[src/rtl/nxm_queue_pkg.sv]
// Shared types and width helpers for the nxm_queue circular FIFO.
package nxm_queue_pkg;

  // Occupancy state, derived from the occupancy count.
  typedef enum logic [1:0] {
    OCC_EMPTY   = 2'd0,
    OCC_PARTIAL = 2'd1,
    OCC_FULL    = 2'd2
  } occ_e;

  // Pointer width for a mod-depth pointer (at least one bit).
  function automatic int ptr_width(input int depth);
    return (depth > 1) ? $clog2(depth) : 1;
  endfunction

  // Count width able to represent 0..depth inclusive.
  function automatic int cnt_width(input int depth);
    return $clog2(depth + 1);
  endfunction

endpackage

[src/rtl/nxm_queue_ptr.sv]
// Mod-DEPTH wrapping pointer; steps by one whenever advance is high.
module nxm_queue_ptr
  import nxm_queue_pkg::*;
#(
  parameter int DEPTH = 8,
  parameter int PW    = ptr_width(DEPTH)
) (
  input  logic          clk,
  input  logic          rst,
  input  logic          advance,
  output logic [PW-1:0] ptr
);

  logic [PW-1:0] ptr_r;

  // Pointer register: clear on reset, wrap from DEPTH-1 back to 0.
  always_ff @(posedge clk) begin
    if (rst) begin
      ptr_r <= {PW{1'b0}};
    end else if (advance) begin
      if (ptr_r == PW'(DEPTH - 1)) begin
        ptr_r <= {PW{1'b0}};
      end else begin
        ptr_r <= ptr_r + PW'(1'b1);
      end
    end else begin
      ptr_r <= ptr_r;
    end
  end

  assign ptr = ptr_r;

endmodule

[src/rtl/nxm_queue.sv]
// Circular FIFO with registered head output, peek (front), sticky
// overflow/underflow flags and an EMPTY/PARTIAL/FULL occupancy FSM.
module nxm_queue
  import nxm_queue_pkg::*;
#(
  parameter int BITWIDTH  = 8,
  parameter int QUEUESIZE = 8
) (
  input  logic                              clk,
  input  logic                              rst,
  input  logic                              enable,
  input  logic                              push,
  input  logic                              pop,
  input  logic                              front,
  input  logic [BITWIDTH-1:0]               data_in,
  output logic [BITWIDTH-1:0]               data_out,
  output logic                              queue_overflow,
  output logic                              queue_underflow,
  output logic                              queue_is_empty,
  output logic                              queue_is_full,
  output logic [cnt_width(QUEUESIZE)-1:0]   count
);

  localparam int PW = ptr_width(QUEUESIZE);
  localparam int CW = cnt_width(QUEUESIZE);

  occ_e                occ_r;
  occ_e                occ_nxt_s;
  logic [CW-1:0]       count_r;
  logic [CW-1:0]       count_nxt_s;
  logic [PW-1:0]       head_s;
  logic [PW-1:0]       tail_s;
  logic [BITWIDTH-1:0] mem_r [QUEUESIZE];
  logic [BITWIDTH-1:0] data_out_r;
  logic                overflow_r;
  logic                underflow_r;
  logic                empty_r;
  logic                full_r;
  logic                do_push_s;
  logic                do_pop_s;
  logic                do_front_s;
  logic                set_ovf_s;
  logic                set_udf_s;

  nxm_queue_ptr #(.DEPTH(QUEUESIZE)) u_head (
    .clk     (clk),
    .rst     (rst),
    .advance (do_pop_s),
    .ptr     (head_s)
  );

  nxm_queue_ptr #(.DEPTH(QUEUESIZE)) u_tail (
    .clk     (clk),
    .rst     (rst),
    .advance (do_push_s),
    .ptr     (tail_s)
  );

  // Operation decode from the current occupancy state and requests.
  always_comb begin
    do_push_s  = 1'b0;
    do_pop_s   = 1'b0;
    do_front_s = 1'b0;
    set_ovf_s  = 1'b0;
    set_udf_s  = 1'b0;
    if (enable) begin
      case (occ_r)
        OCC_EMPTY: begin
          // A pop on an empty queue is an underflow even if push stores.
          do_push_s = push;
          set_udf_s = pop;
        end
        OCC_PARTIAL: begin
          do_push_s  = push;
          do_pop_s   = pop;
          do_front_s = front & ~pop;
        end
        OCC_FULL: begin
          // Simultaneous pop frees the slot, so the push is accepted.
          do_push_s  = push & pop;
          do_pop_s   = pop;
          do_front_s = front & ~pop;
          set_ovf_s  = push & ~pop;
        end
        default: begin
          do_push_s = 1'b0;
        end
      endcase
    end else begin
      do_push_s = 1'b0;
    end
  end

  // Next occupancy count and the state derived from it.
  always_comb begin
    count_nxt_s = count_r;
    occ_nxt_s   = occ_r;
    if (do_push_s && !do_pop_s) begin
      count_nxt_s = count_r + CW'(1'b1);
    end else if (!do_push_s && do_pop_s) begin
      count_nxt_s = count_r - CW'(1'b1);
    end else begin
      count_nxt_s = count_r;
    end
    if (count_nxt_s == {CW{1'b0}}) begin
      occ_nxt_s = OCC_EMPTY;
    end else if (count_nxt_s == CW'(QUEUESIZE)) begin
      occ_nxt_s = OCC_FULL;
    end else begin
      occ_nxt_s = OCC_PARTIAL;
    end
  end

  // State register: occupancy, count and the registered empty/full flags.
  always_ff @(posedge clk) begin
    if (rst) begin
      occ_r   <= OCC_EMPTY;
      count_r <= {CW{1'b0}};
      empty_r <= 1'b1;
      full_r  <= 1'b0;
    end else begin
      occ_r   <= occ_nxt_s;
      count_r <= count_nxt_s;
      empty_r <= (occ_nxt_s == OCC_EMPTY);
      full_r  <= (occ_nxt_s == OCC_FULL);
    end
  end

  // Head output register and sticky error flags.
  always_ff @(posedge clk) begin
    if (rst) begin
      data_out_r  <= {BITWIDTH{1'b0}};
      overflow_r  <= 1'b0;
      underflow_r <= 1'b0;
    end else begin
      if (do_pop_s || do_front_s) begin
        data_out_r <= mem_r[head_s];
      end else begin
        data_out_r <= data_out_r;
      end
      overflow_r  <= overflow_r | set_ovf_s;
      underflow_r <= underflow_r | set_udf_s;
    end
  end

  // Storage array; intentionally not reset, stale entries are unreachable.
  always_ff @(posedge clk) begin
    if (do_push_s) begin
      mem_r[tail_s] <= data_in;
    end
  end

  assign data_out        = data_out_r;
  assign queue_overflow  = overflow_r;
  assign queue_underflow = underflow_r;
  assign queue_is_empty  = empty_r;
  assign queue_is_full   = full_r;
  assign count           = count_r;

endmodule

[config.mk]
export PLATFORM = sky130hd
export DESIGN_NAME = nxm_queue
export DESIGN_NICKNAME = d
export VERILOG_FILES = /design/src/rtl/nxm_queue_pkg.sv /design/src/rtl/nxm_queue_ptr.sv /design/src/rtl/nxm_queue.sv
export SDC_FILE = /design/constraint.sdc
export NUM_CORES = 1
export LEC_CHECK = 0
export ABC_AREA = 1
export CAP_MARGIN = 20
export CORE_AREA = 3 3 85 87
export CTS_CLUSTER_SIZE = 12
export DETAILED_ROUTE_END_ITERATION = 16
export DIE_AREA = 0 0 88 90
export GPL_TIMING_DRIVEN = 0
export PLACE_DENSITY = 0.76
export REMOVE_ABC_BUFFERS = 1
export SLEW_MARGIN = 10
export SYNTH_ARGS = -nofsm -noshare
export SYNTH_HDL_FRONTEND = slang
export SYNTH_HIERARCHICAL = 1
export SYNTH_SLANG_ARGS = --single-unit
[constraint.sdc]
create_clock -name clk -period 2.5 [get_ports clk]
set_input_delay 0.75 -clock clk [delete_from_list [all_inputs] [get_ports clk]]
set_output_delay 0.75 -clock clk [all_outputs]
set_load 0.01 [all_outputs]
==> out/results.tsv, run 1 <==
stage	metric	value	unit
placement	Placed Instance Area	0.00403	sq mm
pwr	clock power share	26.8	%
setup_path	Worst setup startpoint	pop	
sta	Worst Skew	0.00584	ns
global_routing	All-Layer GR Usage	20.4	%
pwr	Logic pwr share	24.3	%
global_routing	first-pass GRT wire length	12.2	mm
floorplan	IO Count	30	
sta	worst-margin pin slew	0.937	ns
placement	Port Buffer Count	29	
setup_path	critical path data arrival time	2.52	ns
pwr	LEAKAGE	1.53	nW
floorplan	Cell Rows	29	
routing	routed via count	2595	
routing	post-DR wirelength/cell	16.7	microns
floorplan	Starting Density	57.2	%
floorplan	die area	0.00792	sq mm
setup_path	r2r startpoint	occ_r[1]	
run	max cap viols	0	
sta	RSZ-0062 raised after global routing	yes	
min_path	min-delay src	queue_underflow	
pwr	Max IR drop VDD	0.607	mV
sta	hold_ws	0.458	ns
placement	pre-CTS WS	-0.610	ns
layout	NumNets Final	400	
sta	PnR worst setup slack	-0.0261	ns
placement	DP HPWL	4.70	mm
global_routing	initial antenna violation count	0	
clock_tree	# hold bufs at CTS	0	
clock_tree	CTS sink cnt	87	
yosys	most common cell in the synthesized netlist	nor2_1	
setup_path	WP data required	2.49	ns
sta	Setup TNS Final	-0.214	ns
layout	# diodes	0	
routing	antenna viol nets, final	0	
global_routing	vias in the first global route	2439	
yosys	post-synthesis instance area	0.00367	sq mm
yosys	Post-synth EDFFs	64	
yosys	post-synthesis register bit count	87	
pwr	sw frac	31.1	%
sta	Final Hold Fails	0	
setup_path	Critical Path Start Type	primary input	
pwr	PwrDens	834	mW/mm^2
clock_tree	CTS clock-pin slew for the worst setup and hold paths	0.08	ns
yosys	Area contributors post-synth	edfxtp_1 (52%), dfxtp_1 (13%), nor2_1 (7.1%)	
setup_path	Crit. End Element	register	
yosys	Synth area leader	edfxtp_1	
placement	RD Place Congestion	0.754	
pwr	Cell Int Power	0.00246	W
yosys	Netlist cell types	23	
routing	DR pass1 iterations	6	
setup_path	Worst Path Max Fanout	8	
clock_tree	clock latency on the worst-skew pair	0.35	ns
yosys	YS warnings	6	
yosys	Most used DFF post-synth	edfxtp_1	
clock_tree	setup bufs post-CTS	0	
sta	upper clock frequency limit	0.396	GHz
sta	crit share post-route	101	%
sta	Max Slew Vio Count	0	
routing	1st-iter DRT viols	221	
sta	Rel. slew slack	37.5	%
yosys	Synth top area share	52.3	%
yosys	Post-synth ARST share	0	%
sta	Setup violations, final	16	
yosys	post-synthesis cell count	345	
yosys	syn_area_per_cell	10.6	sq um
floorplan	Die H	90	microns
outcome	status	finished, violations left	
pwr	P_sw	0.00111	W
setup_path	Setup CP Type	in -> reg	
global_routing	pin count of the biggest net entering global routing	35	
clock_tree	H-Tree Depth	3	
clock_tree	clock buffer count from CTS	9	
sta	Final min period	2.53	ns
floorplan	core area	0.00642	sq mm
pwr	final total power	0.00358	W
clock_tree	Root Buffer Master	clkbuf_8	
floorplan	Die X	88	microns
yosys	Post-synth top cells	nor2_1 (69), edfxtp_1 (64), nand2_1 (38)	
yosys	post-synthesis sequential area ratio	64.9	%
routing	Routed WL	7.63	mm
clock_tree	clock buffer depth	2	
routing	# DRC	0	
clock_tree	CTS tree	built	
min_path	Hold Path Class	reg -> reg	
layout	layout cells sized above 1	10.2	%
outcome	failing checks	setup timing	
pwr	Flop pwr share	48.9	%
layout	fin area	0.00429	sq mm
clock_tree	# resized after CTS	5	
routing	vias per cell	5.67	
layout	Area Growth Syn to Fin	16.8	%
global_routing	total gr overflow	0	
-- power by group through the flow --
stage | clock, W | combinational (W) | sequential [W]
2_1_floorplan | 0 | 0.000504 | 0.00180
3_3_place_gp | 0 | 0.000781 | 0.00180
3_5_place_dp | 0 | 0.000839 | 0.00179
4_1_cts | 0.000966 | 0.000850 | 0.00175
5_1_grt | 0.00102 | 0.000972 | 0.00176
6_report | 0.000957 | 0.000869 | 0.00175
-- metal layers --
metal  share of wire [%]  wire length [microns]  global-route usage (%)
met1                  41                   3170                    26.9
met2                  50                   3840                    32.9
met3                 5.5                    420                    3.20
met4                 2.7                    209                    9.46
met5                   0                      0                       0
-- cell type report --
type                       count  area (sq um)
sequential                    87          2380
fill                         477          2130
multi-input combinational    221          1180
timing repair buffer          31           333
clock buffer                   9           124
inverter                      26          97.6
tap                           77          96.3
clock inverter                 7          71.3
-- through the flow --
| step | instances | utilization, % |
|---|---|---|
| 2_1_floorplan | 334 | - |
| 3_3_place_gp | 440 | 62.5 |
| 5_1_grt | 458 | 66.8 |
| 3_5_place_dp | 441 | 62.7 |
| 6_report | 458 | 66.8 |
| 4_1_cts | 457 | 65.9 |
-- kinds of logic after synthesis --
kind of cell    after synthesis  share of synthesized area (%)
simple gates                143                           17.3
flops                        87                           64.9
compound gates               67                           10.3
buf+inv                      37                           3.95
fa+ha+maj                    10                           3.41
xor+xnor                      1                          0.239
-- critical path, cell delays in order --
cell and delay, ns:
clkdlybuf4s50_1 0.57, nand2_1 0.09, nand2_2 0.13, nand2_4 0.09, inv_1 0.17, nand2_1 0.18
nor2_2 0.52
-- cells in the final DEF, fill, tap and decap left out --
cell / netlist / layout
ha_1: 10 / 10
o211ai_1: 16 / 16
clkinv_4: 0 / 2
nand3b_1: 1 / 1
bufinv_16: 0 / 1
clkinvlp_4: 0 / 1
nand2_2: 5 / 5
clkdlybuf4s50_1: 0 / 29
edfxtp_1: 64 / 64
dfxtp_1: 23 / 23
inv_6: 0 / 1
nand3_1: 20 / 20
xor2_1: 1 / 1
nor2_4: 0 / 4
nor2_2: 2 / 6
inv_2: 2 / 2
inv_1: 24 / 24
nor2_1: 69 / 61
or2_2: 1 / 1
nor2_8: 1 / 1
nand2_4: 2 / 2
a31oi_1: 1 / 1
buf_8: 0 / 1
o21ai_0: 34 / 34
nand4_1: 2 / 2
buf_16: 0 / 1
clkinv_1: 0 / 2
a21oi_1: 16 / 16
clkbuf_8: 0 / 9
nand3_2: 2 / 2
nand2_1: 38 / 38
-- flip-flops by register name, indices dropped and copies added (netlist names) --
name and count:
count 4, data_out 8, mem_r 64, occ_r 2, queue_is_empty 1, queue_overflow 1, queue_underflow 1, u_head/ptr 3
u_tail/ptr 3
-- worst paths after layout --
path | endpoint | slack, ns | depth (start not counted)
worst max-delay path | mem_r[3][4] | -0.03 | 7
worst min-delay path | queue_underflow | 0.46 | 2
worst max register to register | mem_r[3][4] | 0.33 | 8
worst min register to register | queue_underflow | 0.46 | 2
Power figures use the tool's default switching activity.
==> run 2, diff against run 1 <==
--- a/config.mk
+++ b/config.mk
@@ -8,6 +8,7 @@
 export ABC_AREA = 1
 export CAP_MARGIN = 20
 export CORE_AREA = 3 3 85 87
+export CTS_CLUSTER_DIAMETER = 100
 export CTS_CLUSTER_SIZE = 12
 export DETAILED_ROUTE_END_ITERATION = 16
 export DIE_AREA = 0 0 88 90
==> results of run 2 <==
No change in the layout: final DEF, timing and power equal those of run 1.
==> run 3, diff against run 2 <==
--- a/config.mk
+++ b/config.mk
@@ -13,6 +13,7 @@
 export DETAILED_ROUTE_END_ITERATION = 16
 export DIE_AREA = 0 0 88 90
 export GPL_TIMING_DRIVEN = 0
+export MAX_ROUTING_LAYER = met4
 export PLACE_DENSITY = 0.76
 export REMOVE_ABC_BUFFERS = 1
 export SLEW_MARGIN = 10
==> out/results.tsv, run 3 (synthesis results as in run 1) <==
stage	metric	value	unit
clock_tree	Root Buffer Master	clkbuf_8	
routing	routed via count	2580	
placement	DP HPWL	4.70	mm
global_routing	GR met1 Demand/Resource	27.0	%
layout	max reg flops	64	
pwr	LEAKAGE	1.53	nW
pwr	Flop pwr share	48.9	%
clock_tree	# hold bufs at CTS	0	
global_routing	pin count of the biggest net entering global routing	35	
placement	RD Place Congestion	0.763	
setup_path	critical path data arrival time	2.51	ns
layout	commonest non-fill, non-tap cells in the layout	edfxtp_1 (64), nor2_1 (61), nand2_1 (38)	
clock_tree	CTS clock-pin slew for the worst setup and hold paths	0.08	ns
placement	Placed Instance Area	0.00403	sq mm
setup_path	Worst Path Max Fanout	8	
clock_tree	CTS tree	built	
floorplan	core area	0.00642	sq mm
outcome	status	finished, violations left	
placement	Placed Cells incl. Taps	441	
setup_path	Setup CP Type	in -> reg	
setup_path	WP data required	2.49	ns
pwr	Cell Int Power	0.00246	W
routing	vias per cell	5.63	
pwr	P_sw	0.00111	W
global_routing	Top Usage Layer GRT	met2	
global_routing	All-Layer GR Usage	21.0	%
floorplan	Starting Density	57.2	%
global_routing	met3 Use GR	3.20	%
layout	Fillers	477	
layout	Biggest register	mem_r	
routing	post-DR wirelength/cell	16.7	microns
routing	1st-iter DRT viols	233	
setup_path	Crit. End Element	register	
routing	antenna viol nets, final	0	
sta	Worst Skew	0.00594	ns
floorplan	Cell Rows	29	
layout	# diodes	0	
layout	layout cells sized above 1	10.2	%
floorplan	Die X	88	microns
run	max cap viols	0	
floorplan	Die H	90	microns
sta	RSZ-0062 raised after global routing	yes	
sta	Setup violations, final	8	
global_routing	first-pass GRT wire length	12.2	mm
clock_tree	H-Tree Depth	3	
clock_tree	clock latency on the worst-skew pair	0.35	ns
global_routing	met2 GRT Util	32.7	%
clock_tree	clock buffer count from CTS	9	
layout	Area Growth Syn to Fin	16.8	%
sta	Rel. slew slack	37.3	%
outcome	failing checks	setup timing	
placement	Port Buffer Count	29	
sta	worst-margin pin slew	0.939	ns
sta	Final Hold Fails	0	
sta	crit share post-route	101	%
pwr	sw frac	31.1	%
global_routing	total gr overflow	0	
routing	# DRC	0	
layout	commonest non-fill, non-tap cell in the layout	edfxtp_1	
floorplan	die area	0.00792	sq mm
setup_path	Critical Path Start Type	primary input	
routing	DR pass1 iterations	5	
clock_tree	clock buffer depth	2	
pwr	PwrDens	834	mW/mm^2
pwr	Logic pwr share	24.3	%
layout	NumNets Final	400	
sta	PnR worst setup slack	-0.0219	ns
global_routing	vias in the first global route	2433	
pwr	clock power share	26.8	%
layout	fin area	0.00429	sq mm
sta	Max Slew Vio Count	0	
floorplan	IO Count	30	
pwr	Max IR drop VDD	0.605	mV
routing	Routed WL	7.63	mm
layout	final non-filler cell total	458	
global_routing	initial antenna violation count	0	
sta	Final min period	2.52	ns
sta	upper clock frequency limit	0.397	GHz
min_path	Hold Path Class	reg -> reg	
clock_tree	CTS sink cnt	87	
-- run 3: layout make-up --
cell class | count | area, sq um | share of cell area, %
Clock buffer | 9 | 124 | 2.89
Clock inverter | 7 | 71.3 | 1.66
Inverter | 26 | 97.6 | 2.28
Multi-Input combinational cell | 221 | 1180 | 27.6
Sequential cell | 87 | 2380 | 55.5
Tap cell | 77 | 96.3 | 2.25
Timing Repair Buffer | 31 | 333 | 7.76
-- run 3: power by group through the flow --
| stage | clock network, W | registers, W | logic [W] |
|---|---|---|---|
| floorplan | 0 | 0.00180 | 0.000504 |
| global placement | 0 | 0.00180 | 0.000781 |
| detailed placement | 0 | 0.00179 | 0.000839 |
| CTS | 0.000966 | 0.00175 | 0.000850 |
| global route | 0.00102 | 0.00176 | 0.000972 |
| finish | 0.000958 | 0.00175 | 0.000869 |
-- run 3: routing by layer --
| metal | part of all wire, % | vias up | wire length, microns |
|---|---|---|---|
| li1 | - | 1251 | - |
| met5 | 0 | - | 0 |
| met4 | 2.8 | 0 | 210 |
| met1 | 42 | 1226 | 3170 |
| met2 | 50 | 86 | 3840 |
| met3 | 5.3 | 17 | 405 |
-- run 3: timing repair --
action	4_1_cts	5_1_grt
setup endpoints to repair	64	64
buffers inserted	0	0
endpoints found under the hold margin	0	0
resized for setup	5	7
-- run 3: critical path, stage by stage --
cell             delay [ns]
clkdlybuf4s50_1        0.57
nand2_1                0.09
nand2_2                0.13
nand2_4                0.09
inv_1                  0.17
nand2_1                0.18
nor2_2                 0.52
-- run 3: path summary, 6_finish.rpt --
path	startpoint	end	slack (ns)	cells past startpoint
max reg2reg	occ_r[1]	mem_r[3][3]	0.34	8
min	queue_underflow	queue_underflow	0.46	2
min reg2reg	queue_underflow	queue_underflow	0.46	2
max	pop	mem_r[3][3]	-0.02	7
-- run 3: per-stage QoR --
step | total power, W | utilization [%] | hold WS, ns | setup slack (ns) | setup TNS, ns
3_5_place_dp | 0.00262 | 62.7 | 0.452 | -0.610 | -36.30
4_1_cts | 0.00357 | 65.9 | 0.465 | -0.237 | -5.35
3_3_place_gp | 0.00258 | 62.5 | 0.438 | -0.565 | -35.77
5_1_grt | 0.00376 | 66.8 | 0.484 | -0.192 | -5.62
6_report | 0.00358 | 66.8 | 0.458 | -0.0219 | -0.155
2_1_floorplan | 0.00231 | - | 0.468 | 0.385 | 0
